===== config.mk =====
export PLATFORM = sky130hd
export DESIGN_NAME = serial_word_collector
export DESIGN_NICKNAME = d
export VERILOG_FILES = /design/src/rtl/serial_word_collector.sv
export SDC_FILE = /design/constraint.sdc
export NUM_CORES = 1
export LEC_CHECK = 0
export CELL_PAD_IN_SITES_DETAIL_PLACEMENT = 1
export CELL_PAD_IN_SITES_GLOBAL_PLACEMENT = 1
export CORE_ASPECT_RATIO = 0.6
export CORE_MARGIN = 5
export CORE_UTILIZATION = 40
export CTS_CLUSTER_SIZE = 30
export DETAILED_ROUTE_END_ITERATION = 7
export PLACE_DENSITY_LB_ADDON = 0.1
export SLEW_MARGIN = 20
export SYNTH_ARGS = -nofsm -noshare
export SYNTH_HDL_FRONTEND = slang
export SYNTH_SLANG_ARGS = --single-unit
export TNS_END_PERCENT = 20

===== constraint.sdc =====
create_clock -name CLK -period 3.54 [get_ports CLK]
set_input_delay 0.708 -clock CLK [delete_from_list [all_inputs] [get_ports CLK]]
set_output_delay 0.708 -clock CLK [all_outputs]
set_load 0.1 [all_outputs]

===== src/rtl/serial_word_collector.sv =====
// Frames a serial bit stream (start bit, WIDTH data bits, stop bit) into parallel words.
// Completed words are presented with a VALID/ACK handshake; overruns and bad stop bits are flagged.
module serial_word_collector #(
  parameter int unsigned WIDTH = 8
) (
  input  logic             CLK,
  input  logic             RST_L,
  input  logic             ENB,
  input  logic             S_IN,
  input  logic             DIR,
  input  logic             ACK,
  output logic [WIDTH-1:0] WORD,
  output logic             VALID,
  output logic             OVERRUN,
  output logic             FRAME_ERR,
  output logic             BUSY
);

  localparam int unsigned CntW = $clog2(WIDTH);

  typedef enum logic [1:0] {StIdle, StData, StStop} state_e;

  state_e           state_q, state_d;
  logic [CntW-1:0]  cnt_q, cnt_d;
  logic             dir_q, dir_d;
  logic [WIDTH-1:0] buf_q, buf_d;
  logic [WIDTH-1:0] word_q, word_d;
  logic             valid_q, valid_d;
  logic             overrun_q, overrun_d;
  logic             frame_err_q, frame_err_d;
  logic             good_stop;

  always_comb begin
    state_d     = state_q;
    cnt_d       = cnt_q;
    dir_d       = dir_q;
    buf_d       = buf_q;
    word_d      = word_q;
    valid_d     = valid_q;
    overrun_d   = overrun_q;
    frame_err_d = 1'b0;
    good_stop   = 1'b0;

    if (ENB) begin
      unique case (state_q)
        StIdle: begin
          if (S_IN) begin
            dir_d   = DIR;
            cnt_d   = '0;
            state_d = StData;
          end
        end
        StData: begin
          // dir_q=1: LSB first, so the first bit ends up at bit 0 after WIDTH shifts.
          buf_d = dir_q ? {S_IN, buf_q[WIDTH-1:1]} : {buf_q[WIDTH-2:0], S_IN};
          cnt_d = cnt_q + 1'b1;
          if (cnt_q == CntW'(WIDTH - 1)) begin
            state_d = StStop;
          end
        end
        StStop: begin
          state_d = StIdle;
          if (S_IN) begin
            frame_err_d = 1'b1;
          end else begin
            good_stop = 1'b1;
          end
        end
        default: state_d = StIdle;
      endcase
    end

    // Handshake runs every edge; a new word wins over an ACK on the same edge.
    if (good_stop) begin
      word_d    = buf_q;
      valid_d   = 1'b1;
      overrun_d = valid_q & ~ACK;
    end else if (ACK && valid_q) begin
      valid_d   = 1'b0;
      overrun_d = 1'b0;
    end
  end

  always_ff @(posedge CLK or negedge RST_L) begin
    if (!RST_L) begin
      state_q     <= StIdle;
      cnt_q       <= '0;
      dir_q       <= 1'b0;
      buf_q       <= '0;
      word_q      <= '0;
      valid_q     <= 1'b0;
      overrun_q   <= 1'b0;
      frame_err_q <= 1'b0;
    end else begin
      state_q     <= state_d;
      cnt_q       <= cnt_d;
      dir_q       <= dir_d;
      buf_q       <= buf_d;
      word_q      <= word_d;
      valid_q     <= valid_d;
      overrun_q   <= overrun_d;
      frame_err_q <= frame_err_d;
    end
  end

  assign WORD      = word_q;
  assign VALID     = valid_q;
  assign OVERRUN   = overrun_q;
  assign FRAME_ERR = frame_err_q;
  assign BUSY      = (state_q != StIdle);

endmodule


==> results.yml, run 1 <==
outcome:
  outcome: "finished clean"
drt:
  vias_per_cell: 5.083
  final_antenna_net_count: 0
  detailedRoute.firstIterationViolations: 21
  first_pass_iters: 4
  detail_route.wl_per_cell_um: 15.81
  drc: 0
  drt_total_wl_um: 2103
  vias: 676
floorplan:
  die_h_um: 50.67
  boundaryPins: 18
  die_x_um: 77.77
  design.core.area_um2: 2575
  fp_rows: 14
  area_of_the_die_um2: 3940
  effective_utilization_at_floorplan_pct: 42.81
critical_path:
  worst-path-max-fanout: 8
  critPathKind: "flip-flop to output pin"
  timing.critical_path.slowest_cell_delay_ns: 0.98
  worstPathCellList: "or2_2, clkdlybuf4s50_1"
  cp_data_required_time_ns: 2.83
  worst_path_max_delay_cell: "sky130_fd_sc_hd__clkdlybuf4s50_1"
  startpoint_types: "flip-flop"
  timing.critical_path.max_delay_family: "buffers and inverters"
  timing.critical_path.arrival_ns: 2.01
  critical_path.endpoint_type: "output pin"
  cp.buffers_inverters: 1
layout:
  final.fill_count: 260
  ff_latch_area_um2: 625.6
  area.growth.synth_to_final_pct: 22.25
  final_cell_area_um2: 1348
  finish.net_count: 110
  final_layout_size_suffix_gt1_share_pct: 19.80
  multi_input_area_um2: 447.9
  n_antenna_cell: 0
clock_network:
  cts.root.buffer_cell: "sky130_fd_sc_hd__clkbuf_8"
  cts-hold-fix-buffers: 0
  clockBufferDepth: 2
  postCtsSetupRepairBufs: 0
  cts.reportedPaths.clkPinSlew_ns: 0.09
  htree_num_levels: 1
  cts_resized: 0
  tritoncts: "done"
  cts_inserted_buffers: 3
  clock_latency_ns: 0.27
  cts_num_sinks: 25
sta:
  fin_skew_ns: 0.002918
  final.period_utilization_pct: 76.90
  rsz0062_at_grt: "no"
  post-route-min-period_ns: 2.722
  clock.fmax_mhz: 367.3
  timing.slew.headroom_pct: 34.46
  worst_pin_slew_ns: 0.9800
  final.setup.tns_ns: 0
  final-setup-viol-count: 0
  maxSlewViolCount: 0
  finalHoldViolations: 0
job:
  max_cap_violations: 0
grt:
  gr-usage-all-layers_pct: 11.57
  globalRoute.busiestLayer: "met2"
  met2_usage_pct: 18.42
  antenna_found_initial: 0
  grt_start_max_net_pins: 26
  global_route_wire_length_before_repair_um: 3636
  grt_pass1_vias: 731
  met3_usage_pct: 4.464
  grt_residual_overflow: 0
  groute.layer.met1.usage_pct: 15.33
min_path:
  worstHoldPathType: "flip-flop to flip-flop"
placed_design:
  port_buffers: 17
  gp_congestion: 0.7071
  detailed_place_hpwl_um: 1567
  post_dp_cell_area_um2: 1299
synthesis:
  synth-seq-cells: 25
  synth_area_per_cell_um2: 13.44
  synth_warnings: 0
  mappedNetlistArea_um2: 1102
  yosysSeqAreaShare_pct: 56.75
  synth_cell_types: 22
  synthesis.nets: 90
  post_synth_inst_count: 82
pwr:
  power.density_nw_per_um2: 679.5
  ir_drop_mv: 0.3297
  power.static_leakage_uw: 0.0006281
## cells in the final DEF (no fill, tap or decap), types with 2 or more instances in the layout
cell type                         Yosys  routed
sky130_fd_sc_hd__ha_1                 2       2
sky130_fd_sc_hd__clkdlybuf4s50_1      0      17
sky130_fd_sc_hd__mux2_4               8       8
sky130_fd_sc_hd__mux2i_1              9       9
sky130_fd_sc_hd__a21o_2               2       2
sky130_fd_sc_hd__inv_1                2       2
sky130_fd_sc_hd__clkbuf_8             0       3
sky130_fd_sc_hd__o21ai_0             10      10
sky130_fd_sc_hd__nand2_1              8       8
sky130_fd_sc_hd__dfrtp_1             25      25
sky130_fd_sc_hd__a22o_1               3       3
## state kept, by name, indices dropped and copies added, names as in the netlist
name,count
FRAME_ERR,1
OVERRUN,1
VALID,1
WORD,8
buf_q,8
cnt_q,3
dir_q,1
state_q,2
## stage by stage
step,total power [uW],cells,util [%],hold WS [ns],worst slack (ns)
final,915.6,133,52.33,0.5110,0.8178
after global routing,972.2,133,52.33,0.5242,0.7571
after CTS,931.9,133,52.33,0.5186,0.7966
after detailed placement,756.1,129,50.44,0.4964,1.107
after global placement,740.7,129,50.44,0.4744,1.140
after floorplan,669.5,82,-,0.4124,1.905
## synthesized netlist by cell type, drive strengths merged
cell type,number,area share [%]
buf,2,1.5
a21o,2,1.6
and4b,1,1.0
and3b,1,0.91
or2,1,0.57
and2,1,0.68
a22o,3,2.4
dfrtp,25,57
nand3b,1,0.68
o21ai,10,4.5
clkbuf,1,0.45
mux2,10,13
ha,2,2.3
mux2i,9,8.2
and4bb,1,1.1
nand2,8,2.7
a21oi,1,0.45
nor2b,1,0.57
inv,2,0.68
## per-layer routing
layer  up-vias  routed length [um]
met5         -                   0
met4         0                   6
met3         2                 109
met2        14                 926
met1       333                1061
li1        327                   -
## worst register-to-register path, stage by stage (launching register included)
cell and delay, ns:
sky130_fd_sc_hd__dfrtp_1 0.45, sky130_fd_sc_hd__and4bb_1 0.69, sky130_fd_sc_hd__mux2_4 0.36
## cell families after synthesis
| logic type | Yosys count | share of synthesized area [%] |
|---|---|---|
| flops | 25 | 56.75 |
| compound gates | 16 | 8.968 |
| simple gates | 15 | 8.287 |
| fa+ha+maj | 2 | 2.270 |
| buf+inv | 5 | 2.610 |
| mux | 19 | 21.11 |
## report_power, final
group | internal, uW | total [uW] | switching (uW)
clock | 79.8 | 172 | 92.3
sequential | 355 | 439 | 84.5
combinational | 127 | 304 | 177
total | 562 | 916 | 354
## area by class of cell
class,instances,share of cell area [%]
sequential,25,46.43
multi-input combinational,52,33.24
timing repair buffer,18,13.18
clock buffer,3,3.064
tap,32,2.971
clock inverter,1,0.5571
inverter,2,0.5571
## final timing paths
kind / from / endpoint / slack, ns / depth (start not counted)
hold / removal: VALID / OVERRUN / 0.51 / 1
max in group asynchronous: RST_L / cnt_q[2] / 2.50 / 2
hold reg to reg: VALID / OVERRUN / 0.51 / 1
setup reg to reg: state_q[0] / WORD[2] / 1.94 / 2
min in group asynchronous: RST_L / buf_q[1] / 0.80 / 2
setup / recovery: state_q[0] / BUSY / 0.82 / 2
(Power assumes the default switching activity.)
==> inputs of run 2 (changes only) <==
Clock period 3.54 ns to 2.6 ns, I/O delays scaled along.
==> run 2 against run 1 <==
Effect of this change: sequential cell count unchanged; clock-buffer cell count unchanged; worst hold slack got worse by 0.0048 ns; clock skew increased by 0.0033 ns; via count increased by 2.2%; non-clock buffer count increased by 1; design area decreased by 1.9%; final cell count increased by 0.75%; die area unchanged; sequential power increased by 37%; largest power group unchanged.
==> results.yml, run 2 (synthesis gave the netlist of run 1 again) <==
floorplan:
  effective_utilization_at_floorplan_pct: 42.81
  design.core.area_um2: 2575
  die_x_um: 77.77
  area_of_the_die_um2: 3940
  die_h_um: 50.67
  fp_rows: 14
  boundaryPins: 18
critical_path:
  timing.critical_path.slowest_cell_delay_ns: 0.45
  r2r_slack_ns: 1.21
  timing.critical_path.arrival_ns: 1.27
  cp_data_required_time_ns: 2.08
  cp.buffers_inverters: 1
  timing.critical_path.max_delay_family: "flip-flops"
  worstPathCellList: "or2_2, buf_4"
  crit-reg2reg-capture: "WORD[0]"
  start_of_the_worst_register_to_register_path: "state_q[0]"
  worst_reg_to_reg_path_cell_count: 3
  critical_path.endpoint_type: "output pin"
  worst_path_max_delay_cell: "sky130_fd_sc_hd__dfrtp_1"
  startpoint_types: "flip-flop"
  worst-path-max-fanout: 8
  critPathKind: "flip-flop to output pin"
pwr:
  power.density_nw_per_um2: 945.5
  cellInternalPower_uw: 759.0
  power.static_leakage_uw: 0.0006603
  overall_power_of_the_completed_layout_uw: 1250
  comb_power_share_pct: 33.3
  power.share.switching_pct: 39.31
  share_clk_of_total_power_pct: 18.5
  power.net_switching_uw: 491.5
  ir_drop_mv: 0.4309
  share_of_total_power_in_sequential_cells_pct: 48.2
placed_design:
  dp_cells: 130
  gp_congestion: 0.6938
  post_dp_cell_area_um2: 1276
  detailed_place_hpwl_um: 1652
  port_buffers: 17
clock_network:
  cts_inserted_buffers: 3
  clockBufferDepth: 2
  cts.reportedPaths.clkPinSlew_ns: 0.09
  cts_resized: 0
  tritoncts: "done"
  cts.root.buffer_cell: "sky130_fd_sc_hd__clkbuf_8"
  cts-hold-fix-buffers: 0
  htree_num_levels: 1
  cts_num_sinks: 25
  clock_latency_ns: 0.27
  postCtsSetupRepairBufs: 0
grt:
  global_route_wire_length_before_repair_um: 3753
  grt_residual_overflow: 0
  grt_pass1_vias: 738
  gr-usage-all-layers_pct: 12.20
  grt_start_max_net_pins: 26
  antenna_found_initial: 0
layout:
  layout_commonest_cell: "sky130_fd_sc_hd__dfrtp_1"
  area.growth.synth_to_final_pct: 19.98
  post_layout_nonfiller_instances: 134
  final_layout_size_suffix_gt1_share_pct: 32.35
  n_antenna_cell: 0
  finish.net_count: 111
  final_cell_area_um2: 1323
  layout.cells.most_common_list: "25 x sky130_fd_sc_hd__dfrtp_1, 14 x sky130_fd_sc_hd__buf_4, 10 x sky130_fd_sc_hd__o21ai_0, 9 x sky130_fd_sc_hd__mux2i_1"
sta:
  finalHoldViolations: 0
  worst_pin_slew_ns: 0.5389
  timing.slew.headroom_pct: 63.96
  rsz0062_at_grt: "no"
  final.setup.tns_ns: 0
  post-route-min-period_ns: 1.788
  final-setup-viol-count: 0
  final.period_utilization_pct: 68.76
  maxSlewViolCount: 0
  clock.fmax_mhz: 559.3
  fin_skew_ns: 0.006242
drt:
  drc: 0
  final_antenna_net_count: 0
  vias: 691
  detailedRoute.firstIterationViolations: 7
  vias_per_cell: 5.157
  detail_route.wl_per_cell_um: 16.57
  first_pass_iters: 4
  drt_total_wl_um: 2221
min_path:
  timing.hold.worst_endpoint: "OVERRUN"
  hp-start: "VALID"
  worst_hold_stages: 1
  worstHoldPathType: "flip-flop to flip-flop"
outcome:
  outcome: "finished clean"
job:
  max_cap_violations: 0
run 2: changes by cell type in the layout (fill, tap and decap cells not counted), sizes merged:
cell,previous run,this run
clkdlybuf4s50,17,5
clkinvlp,1,0
clkinv,0,1
buf,1,14
run 2: per-stage QoR:
step	setup WS [ns]	utilization, %	hold slack (ns)
floorplan	1.153	-	0.2244
global placement	0.6599	49.56	0.4753
detailed placement	0.5806	49.56	0.4901
CTS	0.7978	51.36	0.5027
global route	0.7708	51.36	0.5244
finish	0.8122	51.36	0.5061
run 2: worst register-to-register path: cells and delay by family, from the launching register on:
kind                   cells  cell delay (ns)
flip-flops                 1             0.45
AND/OR/NAND/NOR            1             0.30
buffers and inverters      1             0.22
multiplexers               1             0.32
run 2: worst max-delay path by stage:
stage                from      end  slack, ns  cells after the start
2_1_floorplan  state_q[0]     BUSY       1.15                      1
3_3_place_gp         S_IN  WORD[0]       0.66                      4
3_5_place_dp          ENB    dir_q       0.58                      4
4_1_cts        state_q[0]     BUSY       0.80                      2
5_1_grt        state_q[0]     BUSY       0.77                      2
6_report       state_q[0]     BUSY       0.81                      2
run 2: power groups by stage:
| stage | combinational (uW) | sequential, uW | clock (uW) |
|---|---|---|---|
| detailed placement | 420 | 612 | 0 |
| global route | 450 | 619 | 258 |
| finish | 416 | 603 | 232 |
| floorplan | 279 | 633 | 0 |
| CTS | 421 | 605 | 241 |
| global placement | 401 | 603 | 0 |
run 2: layout make-up:
cell class	count	area, um^2
clock buffers	3	41.29
clock inverters	1	5.005
fillers	274	1252
inverters	2	7.507
multi-input cells	52	447.9
flip-flops and latches	25	625.6
well taps	32	40.04
repair buffers	19	155.1
run 2: metal layers:
metal | wire length (um) | vias up | track usage [%]
li1 | - | 330 | -
met1 | 1103 | 347 | 16.06
met2 | 999 | 12 | 19.67
met3 | 106 | 2 | 4.643
met4 | 12 | 0 | 1.714
met5 | 0 | - | 0
==> patch, RTL diff (flow settings as in run 2) <==
Set the parameter `WIDTH` to 16 (it was 8).
--- a/src/rtl/serial_word_collector.sv
+++ b/src/rtl/serial_word_collector.sv
@@ -1,7 +1,7 @@
 // Frames a serial bit stream (start bit, WIDTH data bits, stop bit) into parallel words.
 // Completed words are presented with a VALID/ACK handshake; overruns and bad stop bits are flagged.
 module serial_word_collector #(
-  parameter int unsigned WIDTH = 8
+  parameter int unsigned WIDTH = 16
 ) (
   input  logic             CLK,
   input  logic             RST_L,
Interface: changed (resized WORD); port bits go from 18 to 26. The function was not compared with the original's and may differ.
==> patch against run 2 <==
Cell area is 64% higher. Routed wire length rose by 68%. Setup slack worse by 0.14 ns. Area after synthesis is 65% higher. Sequential cell count rose by 17. Total power rose by 61%. Maximum frequency decreased by 7.2%. Largest cell class unchanged.
==> patch: results <==
{
  "drtIter0Drc": 28,
  "path_max_fanout": 10,
  "synthMuxAreaShare": 0.198,
  "worstPathArrival_ns": 1.41,
  "synth_compound_area_frac": 0.0864,
  "grt_max_degree": 43,
  "max_stage_delay_ns": 0.53,
  "status": "finished, final reports clean",
  "met3_length_um": 171,
  "gr-usage-met2": 0.180,
  "cts_max_level": 2,
  "met1_length_um": 1980,
  "yosys-top-cells-area": "dfrtp_1 (58%), mux2_2 (10%), mux2i_1 (9.3%)",
  "skew_ns": 0.00853,
  "grt_pass1_wl_um": 6420,
  "met1_usage": 0.196,
  "synth-adder-area-share": 0.00686,
  "cts_made_buffers": 5,
  "max_slew.worst_pin.slew_ns": 0.915,
  "grt_use_total": 0.137,
  "final_layout_size_suffix_gt1_frac": 0.287,
  "clk_latency_ns": 0.30,
  "p_per_area_mw_per_mm2": 930,
  "nNetsFinal": 180,
  "leakagePower_uw": 0.00106,
  "peakVddDrop_uv": 357,
  "yosysSeqAreaShare": 0.576,
  "synth_cell_types": 26,
  "vias": 1173,
  "syn_nets": 154,
  "gp_congestion": 0.702,
  "routed-wl-met2_um": 1500,
  "dp_hpwl_um": 2540,
  "hold_path.class": "input port to async pin"
}
patch: worst max-delay path: cells and delay by family (launching register included):
| family | cells | cell delay, ns |
|---|---|---|
| flip-flops | 1 | 0.53 |
| buffers and inverters | 1 | 0.23 |
| AND/OR/NAND/NOR | 1 | 0.35 |
patch: worst paths after layout:
check | startpoint | endpoint | slack [ns] | depth (start not counted)
max | state_q[0] | BUSY | 0.67 | 2
min | RST_L | VALID | 0.34 | 1
max reg2reg | state_q[0] | WORD[0] | 0.97 | 3
min reg2reg | WORD[1] | WORD[1] | 0.51 | 1
max in group asynchronous | RST_L | buf_q[2] | 1.69 | 1
min in group CLK | WORD[1] | WORD[1] | 0.51 | 1
patch: per-stage QoR:
stage          total power (uW)  std cells  cell area, sq um  hold slack, ns  worst slack (ns)
2_1_floorplan              1350        147              1820           0.224              1.06
3_3_place_gp               1480        229              2060           0.469             0.476
4_1_cts                    2040        237              2170           0.377             0.666
6_report                   2010        237              2170           0.342             0.674
5_1_grt                    2150        237              2170           0.422             0.603
3_5_place_dp               1520        229              2060           0.497             0.382
patch: cell type report:
type | instances | share of cell area
timing repair buffer | 27 | 0.0971
inverter | 2 | 0.00347
clock buffer | 6 | 0.0335
multi-input combinational | 95 | 0.327
sequential | 42 | 0.485
tap | 63 | 0.0364
clock inverter | 2 | 0.0173
patch: cell families (layout without fill, tap and decap cells):
kind of cell               after synthesis  in the layout
and+or+nand+nor                         32             32
adders and majority gates                1              1
AOI/OAI and AO/OA                       28             28
muxes                                   34             34
DFF                                     42             42
buffers and inverters                   10             37
patch: where the power goes:
part	leakage, uW	internal (uW)	switching (uW)
sequential	0.000566	778	211
combinational	0.000444	220	291
clock	0.0000514	286	228
